### src/rtl/md_issue.sv
// Issue/stall controller placed in front of the multiply/divide unit.
// It sends one start pulse per op and holds EX until the unit has settled.
module md_issue #(
  parameter int unsigned CNT_W = 32
) (
  input  logic             clk,
  input  logic             reset,
  input  logic             in_valid,
  input  logic [3:0]       in_op,
  input  logic [31:0]      in_rs,
  input  logic [31:0]      in_rt,
  input  logic             flush,
  input  logic             xalu_busy,
  output logic [3:0]       xalu_op,
  output logic             xalu_start,
  output logic [31:0]      xalu_d1,
  output logic [31:0]      xalu_d2,
  output logic             stall,
  output logic [CNT_W-1:0] stall_count,
  output logic [CNT_W-1:0] op_count
);

  localparam int unsigned OP_W = 4;
  localparam int unsigned D_W  = 32;

  typedef enum logic [1:0] {
    S_IDLE   = 2'd0,
    S_ISSUE  = 2'd1,
    S_SETTLE = 2'd2,
    S_WAIT   = 2'd3
  } state_t;

  state_t          r_state;
  state_t          w_state_nxt;
  logic [OP_W-1:0] r_op;
  logic            w_is_wr;
  logic            w_is_rd;
  logic            w_md;
  logic            w_accept;
  logic            w_stall;
  logic [OP_W-1:0] w_xalu_op;

  // Op classes: writes start the unit, reads only need HI/LO to be settled.
  always_comb begin
    w_is_wr = 1'b0;
    w_is_rd = 1'b0;
    case (in_op)
      4'd1, 4'd2, 4'd3, 4'd4, 4'd7, 4'd8: w_is_wr = 1'b1;
      4'd5, 4'd6:                         w_is_rd = 1'b1;
      default: ;
    endcase
  end

  assign w_md = in_valid && (w_is_wr || w_is_rd) && !flush;

  // Next state and combinational outputs.
  always_comb begin
    w_state_nxt = r_state;
    w_accept    = 1'b0;
    w_xalu_op   = '0;
    w_stall     = w_md && ((r_state != S_IDLE) || xalu_busy);
    case (r_state)
      S_IDLE: begin
        if (w_md && w_is_wr && !xalu_busy) begin
          w_accept    = 1'b1;
          w_state_nxt = S_ISSUE;
        end
        if (w_md && w_is_rd && !xalu_busy) begin
          w_xalu_op = in_op;
        end
      end
      S_ISSUE: begin
        w_xalu_op   = r_op;
        w_state_nxt = S_SETTLE;
      end
      // Busy becomes visible here; mthi/mtlo and div-by-zero never raise it.
      S_SETTLE: begin
        w_state_nxt = xalu_busy ? S_WAIT : S_IDLE;
      end
      S_WAIT: begin
        if (!xalu_busy) begin
          w_state_nxt = S_IDLE;
        end
      end
      default: w_state_nxt = S_IDLE;
    endcase
  end

  // Held at zero while reset is asserted, even if the unit reports busy.
  assign stall   = reset && w_stall;
  assign xalu_op = reset ? w_xalu_op : '0;

  always_ff @(posedge clk or negedge reset) begin
    if (!reset) begin
      r_state <= S_IDLE;
    end else begin
      r_state <= w_state_nxt;
    end
  end

  // Op and operand capture; the start pulse lines up with ISSUE.
  always_ff @(posedge clk or negedge reset) begin
    if (!reset) begin
      r_op       <= '0;
      xalu_start <= 1'b0;
      xalu_d1    <= '0;
      xalu_d2    <= '0;
    end else begin
      xalu_start <= w_accept;
      if (w_accept) begin
        r_op    <= in_op;
        xalu_d1 <= D_W'(in_rs);
        xalu_d2 <= D_W'(in_rt);
      end
    end
  end

  // Saturating performance counters.
  always_ff @(posedge clk or negedge reset) begin
    if (!reset) begin
      stall_count <= '0;
      op_count    <= '0;
    end else begin
      if (w_stall && (stall_count != {CNT_W{1'b1}})) begin
        stall_count <= stall_count + CNT_W'(1);
      end
      if ((r_state == S_ISSUE) && (op_count != {CNT_W{1'b1}})) begin
        op_count <= op_count + CNT_W'(1);
      end
    end
  end

endmodule

### config.mk
export PLATFORM = sky130hd
export DESIGN_NAME = md_issue
export DESIGN_NICKNAME = d
export VERILOG_FILES = /design/src/rtl/md_issue.sv
export SDC_FILE = /design/constraint.sdc
export NUM_CORES = 1
export LEC_CHECK = 0
export CAP_MARGIN = 20
export CORE_MARGIN = 2
export CORE_UTILIZATION = 49
export CTS_CLUSTER_SIZE = 25
export DETAILED_ROUTE_END_ITERATION = 10
export PLACE_DENSITY = 0.95
export SLEW_MARGIN = 5
export SYNTH_ARGS = -nofsm -noshare
export SYNTH_HDL_FRONTEND = slang
export SYNTH_SLANG_ARGS = --single-unit
### constraint.sdc
create_clock -name clk -period 4.4 [get_ports clk]
set_input_delay 0.66 -clock clk [delete_from_list [all_inputs] [get_ports clk]]
set_output_delay 0.66 -clock clk [all_outputs]
set_load 0.01 [all_outputs]
==> results of run 1 <==
==> where the power goes <==
| part | total [mW] | internal (mW) | switching [mW] | leakage (nW) |
|---|---|---|---|---|
| logic | 1.45 | 0.899 | 0.553 | 1.67 |
| registers | 1.84 | 1.60 | 0.238 | 1.74 |
| clock network | 1.55 | 1.04 | 0.508 | 0.319 |
==> metal layers <==
| layer | vias up | track usage |
|---|---|---|
| li1 | 2075 | - |
| met1 | 2242 | 0.278 |
| met2 | 196 | 0.427 |
| met3 | 41 | 0.0792 |
| met4 | 0 | 0.125 |
| met5 | - | 0 |
==> critical path, stage by stage <==
cell and delay, ns:
sky130_fd_sc_hd__clkdlybuf4s50_1 0.53, sky130_fd_sc_hd__o31a_1 0.38, sky130_fd_sc_hd__nor4_1 0.51, sky130_fd_sc_hd__and2_1 0.22, sky130_fd_sc_hd__clkdlybuf4s50_1 0.53
==> registers in the layout, indices dropped and copies added (netlist names) <==
signal / flops
r_op: 4
r_state: 2
xalu_d2: 32
stall_count: 32
op_count: 32
xalu_start: 1
xalu_d1: 32
==> path summary, 6_finish.rpt <==
kind                                                     to  slack, ns  depth (start not counted)
worst min register to register  stall_count[12]$_DFFE_PN0P_       0.50                          1
max in group asynchronous       stall_count[19]$_DFFE_PN0P_       2.78                          2
worst max register to register      op_count[1]$_DFFE_PN0P_       1.86                          5
min in group clk                stall_count[12]$_DFFE_PN0P_       0.50                          1
worst max-delay path                                  stall       0.91                          5
worst min-delay path                    r_op[2]$_DFFE_PN0P_       0.23                          1
==> kinds of logic (layout without fill, tap and decap cells) <==
family                     count (synthesis)  in the layout  share of synthesized area
and+or+nand+nor                          156            156                      0.157
xor gates and xnor gates                  60             60                     0.0894
buffers and inverters                     20            245                     0.0162
muxes                                     72             72                      0.138
adders and majority gates                  2              2                    0.00426
AOI/OAI and AO/OA                         14             14                     0.0200
DFF                                      135            135                      0.575
==> cell usage after synthesis, types with 2 or more instances <==
| cell type | count | area, um2 |
|---|---|---|
| sky130_fd_sc_hd__dfrtp_1 | 135 | 3380 |
| sky130_fd_sc_hd__mux2_2 | 72 | 811 |
| sky130_fd_sc_hd__xor2_1 | 32 | 280 |
| sky130_fd_sc_hd__xnor2_1 | 28 | 245 |
| sky130_fd_sc_hd__nand3_1 | 25 | 125 |
| sky130_fd_sc_hd__nand2_1 | 23 | 86.3 |
| sky130_fd_sc_hd__nand4_1 | 21 | 131 |
| sky130_fd_sc_hd__nor2_1 | 17 | 63.8 |
| sky130_fd_sc_hd__nor3_1 | 13 | 65.1 |
| sky130_fd_sc_hd__and3_1 | 12 | 75.1 |
| sky130_fd_sc_hd__buf_2 | 10 | 50.1 |
| sky130_fd_sc_hd__nor4_1 | 8 | 50.1 |
| sky130_fd_sc_hd__and2_1 | 5 | 31.3 |
| sky130_fd_sc_hd__inv_1 | 5 | 18.8 |
| sky130_fd_sc_hd__nand2b_1 | 5 | 31.3 |
| sky130_fd_sc_hd__and4_1 | 4 | 35.0 |
| sky130_fd_sc_hd__clkbuf_1 | 4 | 15.0 |
| sky130_fd_sc_hd__nor4_2 | 4 | 50.1 |
| sky130_fd_sc_hd__nor3b_1 | 3 | 22.5 |
| sky130_fd_sc_hd__o21ai_0 | 3 | 15.0 |
| sky130_fd_sc_hd__a211oi_1 | 2 | 15.0 |
| sky130_fd_sc_hd__a32o_1 | 2 | 20.0 |
| sky130_fd_sc_hd__ha_1 | 2 | 25.0 |
| sky130_fd_sc_hd__nand4b_1 | 2 | 17.5 |
| sky130_fd_sc_hd__or3_1 | 2 | 12.5 |
==> final cells by class <==
type,instances,area share
multi-input cells,304,0.277
clock inverters,7,0.0158
inverters,5,0.00215
clock buffers,25,0.0590
repair buffers,208,0.239
flip-flops and latches,135,0.387
well taps,143,0.0205
==> results.rst, run 1 <==
.. list-table::
   :header-rows: 1

   * - Metric
     - Value
   * - Status
     - finished, final reports clean
   * - Non-filler cells, final
     - 827
   * - TritonCTS clock tree
     - done
   * - Most instantiated flip-flop cell in the synthesis netlist
     - sky130_fd_sc_hd__dfrtp_1
   * - Critical register-to-register path startpoint
     - op_count[24]$_DFFE_PN0P_
   * - Leading cell type in the layout, fill and taps excluded
     - sky130_fd_sc_hd__clkdlybuf4s50_1
   * - Area used by multi-input combinational logic
     - 0.00242 mm2
   * - Initial antenna violation count
     - 0
   * - Post-DR vias/cell
     - 5.51
   * - Highest routing layer actually used
     - met4
   * - Power per Cell Area
     - 554 mW/mm2
   * - Layout Utilization
     - 0.755
   * - 1st-pass router iterations
     - 4
   * - Wire length of the first global-routing pass
     - 24,600 um
   * - Worst Max-Slew Pin Slew
     - 0.968 ns
   * - Worst setup path startpoint
     - in_op[1]
   * - Summed area of non-filler cells in the final layout
     - 0.00874 mm2
   * - Routed WL per cell
     - 18.5 um
   * - Routability cong.
     - 0.835
   * - Clock period minus final worst setup slack
     - 3.49 ns
   * - Number of synthesis warnings
     - 0
   * - Arrival time reported for the critical path endpoint
     - 2.83 ns
   * - Leakage dissipation
     - 3.73 nW
   * - Core ar.
     - 0.0116 mm2
   * - Period utilisation layout
     - 0.794
   * - Floorplan die width
     - 114 um
   * - Fraction of layout cells with a size suffix above 1
     - 0.173
   * - Final-layout worst hold slack
     - 0.232 ns
   * - Startpoint Class
     - input pin
   * - Detailed-placement wirelength estimate
     - 10,900 um
   * - Number of routed nets with antenna violations
     - 0
   * - Leading cell types in the layout, fill and taps excluded
     - sky130_fd_sc_hd__clkdlybuf4s50_1, sky130_fd_sc_hd__dfrtp_1, sky130_fd_sc_hd__mux2_2, sky130_fd_sc_hd__xor2_1, sky130_fd_sc_hd__xnor2_1
   * - CP endpoint kind
     - output pin
   * - Via count of the first global-routing pass
     - 4,804
   * - Combined flip-flop and latch cell area
     - 0.00338 mm2
   * - Clock Latency Late Sink
     - 0.41 ns
   * - CTS resizes
     - 0
   * - Starting density of the core
     - 0.508
   * - Remaining design rule violation count
     - 0
   * - Length of routed met3 wiring
     - 1120 um
   * - Vertical die dimension
     - 114 um
   * - Sequential share of the synthesized area
     - 0.575
   * - FILL cells
     - 743
   * - Syn Inst Count
     - 459
   * - Max capacitance violation total
     - 0
   * - Unique masters post-synth
     - 45
   * - Share of synthesized registers carrying an async set or reset
     - 1.00
   * - Number of synthesized flops with an enable pin
     - 0
   * - Post-detailed-placement cell area
     - 0.00808 mm2
   * - Total Wirelength
     - 15,300 um
   * - Cell area after synthesis
     - 0.00588 mm2
   * - Peak supply drop
     - 0.472 mV
   * - Number of buffers inserted for hold repair after clock tree synthesis
     - 0
   * - Reg clk slew, reported paths
     - 0.05 ns
   * - Maximum number of pins on one net before global-route repair
     - 77
   * - Type of the tightest min-delay check
     - in -> async
   * - Fin Setup TNS
     - 0 ns
   * - Num CTS Buffers
     - 17
   * - Data required time at the worst endpoint
     - 3.74 ns
   * - Post-place setup slack
     - 0.897 ns
   * - Clock Tree Buf Depth
     - 2
   * - CTS Root Cell
     - sky130_fd_sc_hd__clkbuf_16
   * - Number of nets in the layout
     - 746
   * - Avg Synthesized Cell Area
     - 12.8 um2
   * - Post-CTS repair timing setup buffer count
     - 0
   * - Worst slew margin relative to its limit
     - 0.353
   * - Post-placement cell count
     - 795
   * - Detailed router's first-iteration violation count
     - 266
   * - Nets in the synthesized netlist
     - 534
   * - Max FO, Critical Path
     - 8
   * - Final-report setup violation count
     - 0
   * - Remaining global-route overflow
     - 0
   * - Max-slew violation total from the final report
     - 0
   * - Final Hold Vio Count
     - 0
   * - Vias after detailed routing
     - 4,554
   * - Total routing resource utilization after global routing
     - 0.248
   * - Highest clock rate
     - 286 MHz
   * - Setup repair after global routing missed its margin
     - false
   * - Critical Setup Path Class
     - in -> out
   * - Io pins
     - 207
   * - Die outline area
     - 0.0129 mm2
   * - Synthesis-to-layout area growth
     - 48.6%
   * - Diode insertion count for antenna repair
     - 0
   * - FF+latch count, synth
     - 135
   * - Post-layout power
     - 4.84 mW
   * - Post-route setup slack
     - 0.907 ns
   * - Buffers on Ports
     - 206
   * - Number of clock sinks seen by CTS
     - 135
   * - Routed wl met2
     - 7970 um
   * - CTS H-tree depth
     - 4
   * - Largest clock skew in the final design
     - 0.00470 ns
   * - M1 WL
     - 5720 um
   * - Number of cell rows
     - 39
No activity file was read; power rests on OpenSTA's default activity.
==> run 2: changes to the inputs <==
--- a/config.mk
+++ b/config.mk
@@ -7,10 +7,10 @@
 export LEC_CHECK = 0
 export CAP_MARGIN = 20
 export CORE_MARGIN = 2
-export CORE_UTILIZATION = 49
+export CORE_UTILIZATION = 41
 export CTS_CLUSTER_SIZE = 25
 export DETAILED_ROUTE_END_ITERATION = 10
-export PLACE_DENSITY = 0.95
+export PLACE_DENSITY = 0.88
 export SLEW_MARGIN = 5
 export SYNTH_ARGS = -nofsm -noshare
 export SYNTH_HDL_FRONTEND = slang
==> constraint.sdc (replaced) <==
create_clock -name clk -period 3 [get_ports clk]
set_input_delay 0.45 -clock clk [delete_from_list [all_inputs] [get_ports clk]]
set_output_delay 0.45 -clock clk [all_outputs]
set_load 0.01 [all_outputs]
==> run 2 against run 1 <==
Net effect:
- worst hold slack improved by 0.22 ns
- clock skew up 0.0022 ns
- highest routed layer unchanged
- via count decreased by 0.40%
- die area grew 19%
==> results.rst, run 2 (synthesized netlist as in run 1, its figures left out) <==
.. list-table::
   :header-rows: 1

   * - Metric
     - Value
   * - Status
     - finished, final reports clean
   * - Io pins
     - 207
   * - Most common cell type on the critical path
     - sky130_fd_sc_hd__clkdlybuf4s50_1
   * - Wire length of the first global-routing pass
     - 24,300 um
   * - Floorplan die width
     - 124 um
   * - Clock period minus final worst setup slack
     - 2.80 ns
   * - Combined flip-flop and latch cell area
     - 0.00338 mm2
   * - Buffers on Ports
     - 206
   * - Die outline area
     - 0.0153 mm2
   * - Worst setup path startpoint
     - in_op[0]
   * - Type of the tightest min-delay check
     - in -> async
   * - Setup repair after global routing missed its margin
     - false
   * - Total Wirelength
     - 15,000 um
   * - Detailed router's first-iteration violation count
     - 295
   * - Num CTS Buffers
     - 17
   * - Final Hold Vio Count
     - 0
   * - Cell-by-cell listing of the critical path
     - clkdlybuf4s50_1, o31a_1, nor4_1, and2_1, clkdlybuf4s50_1
   * - Worst R2R End
     - op_count[21]$_DFFE_PN0P_
   * - Leading cell types in the layout, fill and taps excluded
     - sky130_fd_sc_hd__clkdlybuf4s50_1, sky130_fd_sc_hd__dfrtp_1, sky130_fd_sc_hd__mux2_2, sky130_fd_sc_hd__xor2_1, sky130_fd_sc_hd__xnor2_1
   * - FILL cells
     - 1,037
   * - Slack of the worst reg-to-reg path
     - 0.60 ns
   * - 1st-pass router iterations
     - 4
   * - Timing endpoint of the critical path
     - stall
   * - Highest clock rate
     - 357 MHz
   * - Clock Tree Buf Depth
     - 2
   * - Post-detailed-placement cell area
     - 0.00817 mm2
   * - Max-slew violation total from the final report
     - 0
   * - Number of clock sinks seen by CTS
     - 135
   * - Post-DR vias/cell
     - 5.21
   * - Vertical die dimension
     - 124 um
   * - Arrival time reported for the critical path endpoint
     - 2.35 ns
   * - Diode insertion count for antenna repair
     - 0
   * - CTS Root Cell
     - sky130_fd_sc_hd__clkbuf_16
   * - Critical register-to-register path startpoint
     - op_count[19]$_DFFE_PN0P_
   * - Final-report setup violation count
     - 0
   * - Detailed-placement wirelength estimate
     - 10,900 um
   * - Synthesis-to-layout area growth
     - 49.6%
   * - Data required time at the worst endpoint
     - 2.55 ns
   * - Number of cell rows
     - 43
   * - Via count of the first global-routing pass
     - 4,783
   * - Reg clk slew, reported paths
     - 0.05 ns
   * - Maximum number of pins on one net before global-route repair
     - 71
   * - Fraction of layout cells with a size suffix above 1
     - 0.183
   * - Peak supply drop
     - 0.521 mV
   * - Max FO, Critical Path
     - 7
   * - Period utilisation layout
     - 0.934
   * - Slowest cell on crit path
     - sky130_fd_sc_hd__clkdlybuf4s50_1
   * - Critical Setup Path Class
     - in -> out
   * - Fin Setup TNS
     - 0 ns
   * - Leakage dissipation
     - 3.73 nW
   * - Clock Latency Late Sink
     - 0.41 ns
   * - Routability cong.
     - 0.813
   * - Layout Utilization
     - 0.631
   * - Startpoint Class
     - input pin
   * - TritonCTS clock tree
     - done
   * - Worst slew margin relative to its limit
     - 0.551
   * - Number of routed nets with antenna violations
     - 0
   * - Largest clock skew in the final design
     - 0.00689 ns
   * - Power per Cell Area
     - 788 mW/mm2
   * - Remaining design rule violation count
     - 0
   * - Number of nets in the layout
     - 753
   * - Core ar.
     - 0.0139 mm2
   * - Post-route setup slack
     - 0.198 ns
   * - CTS H-tree depth
     - 4
   * - Post-place setup slack
     - 0.0696 ns
   * - Worst Max-Slew Pin Slew
     - 0.673 ns
   * - CP endpoint kind
     - output pin
   * - Final-layout worst hold slack
     - 0.454 ns
   * - Summed area of non-filler cells in the final layout
     - 0.00879 mm2
   * - Area used by multi-input combinational logic
     - 0.00242 mm2
   * - Initial antenna violation count
     - 0
   * - FF-to-FF path depth
     - 6
   * - Leading cell type in the layout, fill and taps excluded
     - sky130_fd_sc_hd__clkdlybuf4s50_1
   * - Starting density of the core
     - 0.422
   * - Remaining global-route overflow
     - 0
   * - Vias after detailed routing
     - 4,536
   * - Max capacitance violation total
     - 0
   * - Total routing resource utilization after global routing
     - 0.209
   * - Delay contributed by the slowest stage of the critical path
     - 0.53 ns
   * - Routed WL per cell
     - 17.3 um
[run 2: cell count changes in the layout (fill, tap and decap cells not counted)]
cell and delta:
sky130_fd_sc_hd__buf_4 +6, sky130_fd_sc_hd__bufinv_16 -1, sky130_fd_sc_hd__clkbuf_1 -2, sky130_fd_sc_hd__clkbuf_8 -4, sky130_fd_sc_hd__clkinv_2 +1, sky130_fd_sc_hd__clkinv_4 +2
sky130_fd_sc_hd__clkinvlp_4 +3, sky130_fd_sc_hd__dlygate4sd3_1 +1, sky130_fd_sc_hd__nor3_1 -1, sky130_fd_sc_hd__nor3_2 +1
[run 2: where the power goes]
part           internal [mW]  switching (mW)
logic                   1.33           0.793
clock network           1.34           0.762
registers               2.35           0.346
[run 2: how the worst min path moves through the flow]
stage / start / end / slack, ns
2_1_floorplan: reset / op_count[0]$_DFFE_PN0P_ / 0.15
3_3_place_gp: reset / r_op[3]$_DFFE_PN0P_ / 0.24
3_5_place_dp: reset / r_op[3]$_DFFE_PN0P_ / 0.24
4_1_cts: reset / r_op[3]$_DFFE_PN0P_ / 0.42
5_1_grt: reset / r_op[3]$_DFFE_PN0P_ / 0.44
6_report: reset / r_op[3]$_DFFE_PN0P_ / 0.45
[run 2: metal layers]
layer,wire [um],part of all wire,vias to the layer above,GRT usage
li1,-,-,2082,-
met1,5950,0.40,2258,0.257
met2,7530,0.50,177,0.333
met3,1350,0.090,19,0.0829
met4,212,0.014,0,0.0753
met5,0,0,-,0
[run 2: cell type report]
cell class                 instances  area share
sequential                       135       0.384
multi-input combinational        304       0.275
timing repair buffer             215       0.244
clock buffer                      19      0.0515
tap                              180      0.0256
clock inverter                    12      0.0174
inverter                           5     0.00213
[run 2: per-stage QoR]
step	power (mW)	std cells
floorplan	3.48	459
global placement	4.77	838
detailed placement	4.85	838
CTS	7.01	870
global route	7.28	870
finish	6.93	870
[run 2: timing repair]
item | 4_1_cts | 5_1_grt
endpoints found under the hold margin | 1 | 0
buffers inserted | 0 | 0
resized for setup | 0 | 1
hold buffers | 1 | 0
endpoints found under the setup margin | 0 | 1
[run 2: worst max-delay path: cells and delay by family]
| kind | cells | cell delay [ns] |
|---|---|---|
| AOI/OAI and AO/OA | 1 | 0.40 |
| buffers and inverters | 2 | 1.05 |
| and+or+nand+nor | 2 | 0.45 |
==> run 3: changes to the inputs <==
==> constraint.sdc (replaced) <==
create_clock -name clk -period 3 [get_ports clk]
set_input_delay 0.9 -clock clk [delete_from_list [all_inputs] [get_ports clk]]
set_output_delay 0.9 -clock clk [all_outputs]
set_load 0.01 [all_outputs]
==> run 3 against run 2 <==
Net effect:
- combinational power barely moved
- clock power fell by 5%
- sequential share of layout area fell by 0.50 points
- via count rose by 1.5%
- sequential power barely moved
- wire length fell by 0.29%
- global-route usage fell by 0.73 points
==> results.rst, run 3 (synthesized netlist as in run 1, its figures left out) <==
.. list-table::
   :header-rows: 1

   * - Metric
     - Value
   * - Type of the tightest min-delay check
     - in -> async
   * - Crit. path cell count
     - 8
   * - Non-filler cells, final
     - 886
   * - Cell-by-cell listing of the critical path
     - dlygate4sd2_1, nand2b_4, nand2b_4, nor2_4, buf_4, buf_4, a32o_2, buf_6
   * - Highest clock rate
     - 338 MHz
   * - Remaining global-route overflow
     - 0
   * - Clock period minus final worst setup slack
     - 2.96 ns
   * - Buffers on Ports
     - 206
   * - Arrival time reported for the critical path endpoint
     - 2.06 ns
   * - Post-route setup slack
     - 0.0450 ns
   * - 1st-pass router iterations
     - 4
   * - Startpoint Class
     - input pin
   * - Routing usage on met1
     - 0.235
   * - Worst slew margin relative to its limit
     - 0.469
   * - Max-slew violation total from the final report
     - 0
   * - Peak supply drop
     - 0.597 mV
   * - Clock Tree Buf Depth
     - 2
   * - Vertical die dimension
     - 124 um
   * - Largest clock skew in the final design
     - 0.00661 ns
   * - Leakage dissipation
     - 3.83 nW
   * - Post-DR vias/cell
     - 5.19
   * - Total Wirelength
     - 15,000 um
   * - Delay contributed by the slowest stage of the critical path
     - 0.26 ns
   * - Status
     - finished, final reports clean
   * - Cell family with most CP delay
     - buffers and inverters
   * - Remaining design rule violation count
     - 0
   * - Leading cell types in the layout, fill and taps excluded
     - sky130_fd_sc_hd__clkdlybuf4s50_1, sky130_fd_sc_hd__dfrtp_1, sky130_fd_sc_hd__mux2_2, sky130_fd_sc_hd__xor2_1, sky130_fd_sc_hd__xnor2_1
   * - Synthesis-to-layout area growth
     - 51.6%
   * - Starting density of the core
     - 0.422
   * - Number of nets in the layout
     - 768
   * - Critical Setup Path Class
     - in -> out
   * - Number of cell rows
     - 43
   * - Fraction of layout cells with a size suffix above 1
     - 0.211
   * - Final Hold Vio Count
     - 0
   * - CTS Root Cell
     - sky130_fd_sc_hd__clkbuf_16
   * - Number of clock sinks seen by CTS
     - 135
   * - Die outline area
     - 0.0153 mm2
   * - Routability cong.
     - 0.830
   * - Clock Latency Late Sink
     - 0.40 ns
   * - Period utilisation layout
     - 0.985
   * - Max FO, Critical Path
     - 3
   * - Number of routed nets with antenna violations
     - 0
   * - TritonCTS clock tree
     - done
   * - Initial antenna violation count
     - 0
   * - Wire length of the first global-routing pass
     - 23,900 um
   * - Worst Max-Slew Pin Slew
     - 0.796 ns
   * - Io pins
     - 207
   * - Met3 track utilization from global routing
     - 0.0746
   * - Core ar.
     - 0.0139 mm2
   * - Via count of the first global-routing pass
     - 4,908
   * - Count of buffering cells on the critical path with inverters included
     - 4
   * - Met2 demand-to-capacity share in global routing
     - 0.331
   * - Post-place setup slack
     - -0.725 ns
   * - Max capacitance violation total
     - 0
   * - Global route hottest layer
     - met2
   * - Leading cell type in the layout, fill and taps excluded
     - sky130_fd_sc_hd__clkdlybuf4s50_1
   * - Final-report setup violation count
     - 0
   * - CP endpoint kind
     - output pin
   * - Maximum number of pins on one net before global-route repair
     - 65
   * - FF-to-FF path depth
     - 6
   * - Post-placement cell count
     - 850
   * - Total routing resource utilization after global routing
     - 0.201
   * - CTS H-tree depth
     - 4
   * - Reg clk slew, reported paths
     - 0.05 ns
   * - Routed WL per cell
     - 16.9 um
   * - Vias after detailed routing
     - 4,602
   * - Slowest cell on crit path
     - sky130_fd_sc_hd__dlygate4sd2_1
   * - Data required time at the worst endpoint
     - 2.10 ns
   * - Num CTS Buffers
     - 17
   * - Fin Setup TNS
     - 0 ns
   * - Floorplan die width
     - 124 um
   * - Detailed-placement wirelength estimate
     - 11,000 um
   * - Power per Cell Area
     - 768 mW/mm2
   * - Detailed router's first-iteration violation count
     - 265
   * - Diode insertion count for antenna repair
     - 0
## run 3: cell types whose count changed in the layout (fill, tap and decap cells not counted), sizes merged
cell	change
clkinvlp	-3
dlygate4sd3	-1
clkinv	-1
clkdlybuf4s50	-11
dlygate4sd2	+2
clkdlybuf4s15	+4
bufinv	-1
clkbuf	+8
buf	+19
## run 3: final timing paths
check                                        endpoint  slack, ns                       start
setup / recovery                           xalu_op[0]       0.04                    in_valid
hold / removal                    r_op[0]$_DFFE_PN0P_       0.41                       reset
setup reg to reg             op_count[19]$_DFFE_PN0P_       0.65    op_count[19]$_DFFE_PN0P_
hold reg to reg            stall_count[9]$_DFFE_PN0P_       0.49  stall_count[9]$_DFFE_PN0P_
max in group asynchronous      xalu_d2[2]$_DFFE_PN0P_       1.45                       reset
min in group clk           stall_count[9]$_DFFE_PN0P_       0.49  stall_count[9]$_DFFE_PN0P_
## run 3: what timing repair did
item                                    CTS  global route
gates resized for setup                  31            10
pin swaps                                 5             4
endpoints found under the setup margin    4             5
buffers inserted                          3             1
hold buffers                              0             0
## run 3: where the power goes
part | internal (mW) | total [mW] | switching [mW]
clock network | 1.27 | 1.99 | 0.726
registers | 2.35 | 2.71 | 0.355
logic | 1.35 | 2.15 | 0.798
## run 3: cell type report
class	instances	area, um2
fillers	1025	5020
clock buffers	25	475
repair buffers	230	2230
multi-input cells	304	2480
inverters	5	18.8
flip-flops and latches	135	3380
well taps	180	225
clock inverters	7	95.1
## run 3: per-stage QoR
stage | area (um2) | power [mW] | hold slack [ns] | util
after floorplan | 5880 | 3.48 | 0.473 | -
after global placement | 8260 | 4.78 | 0.471 | 0.593
after detailed placement | 8260 | 4.86 | 0.489 | 0.593
after CTS | 8890 | 6.92 | 0.390 | 0.638
after global routing | 8910 | 7.18 | 0.400 | 0.639
final | 8910 | 6.85 | 0.410 | 0.639
## run 3: metal layers
layer	share of wire	up-vias
li1	-	2106
met1	0.39	2259
met2	0.50	205
met3	0.089	32
met4	0.027	0
met5	0	-
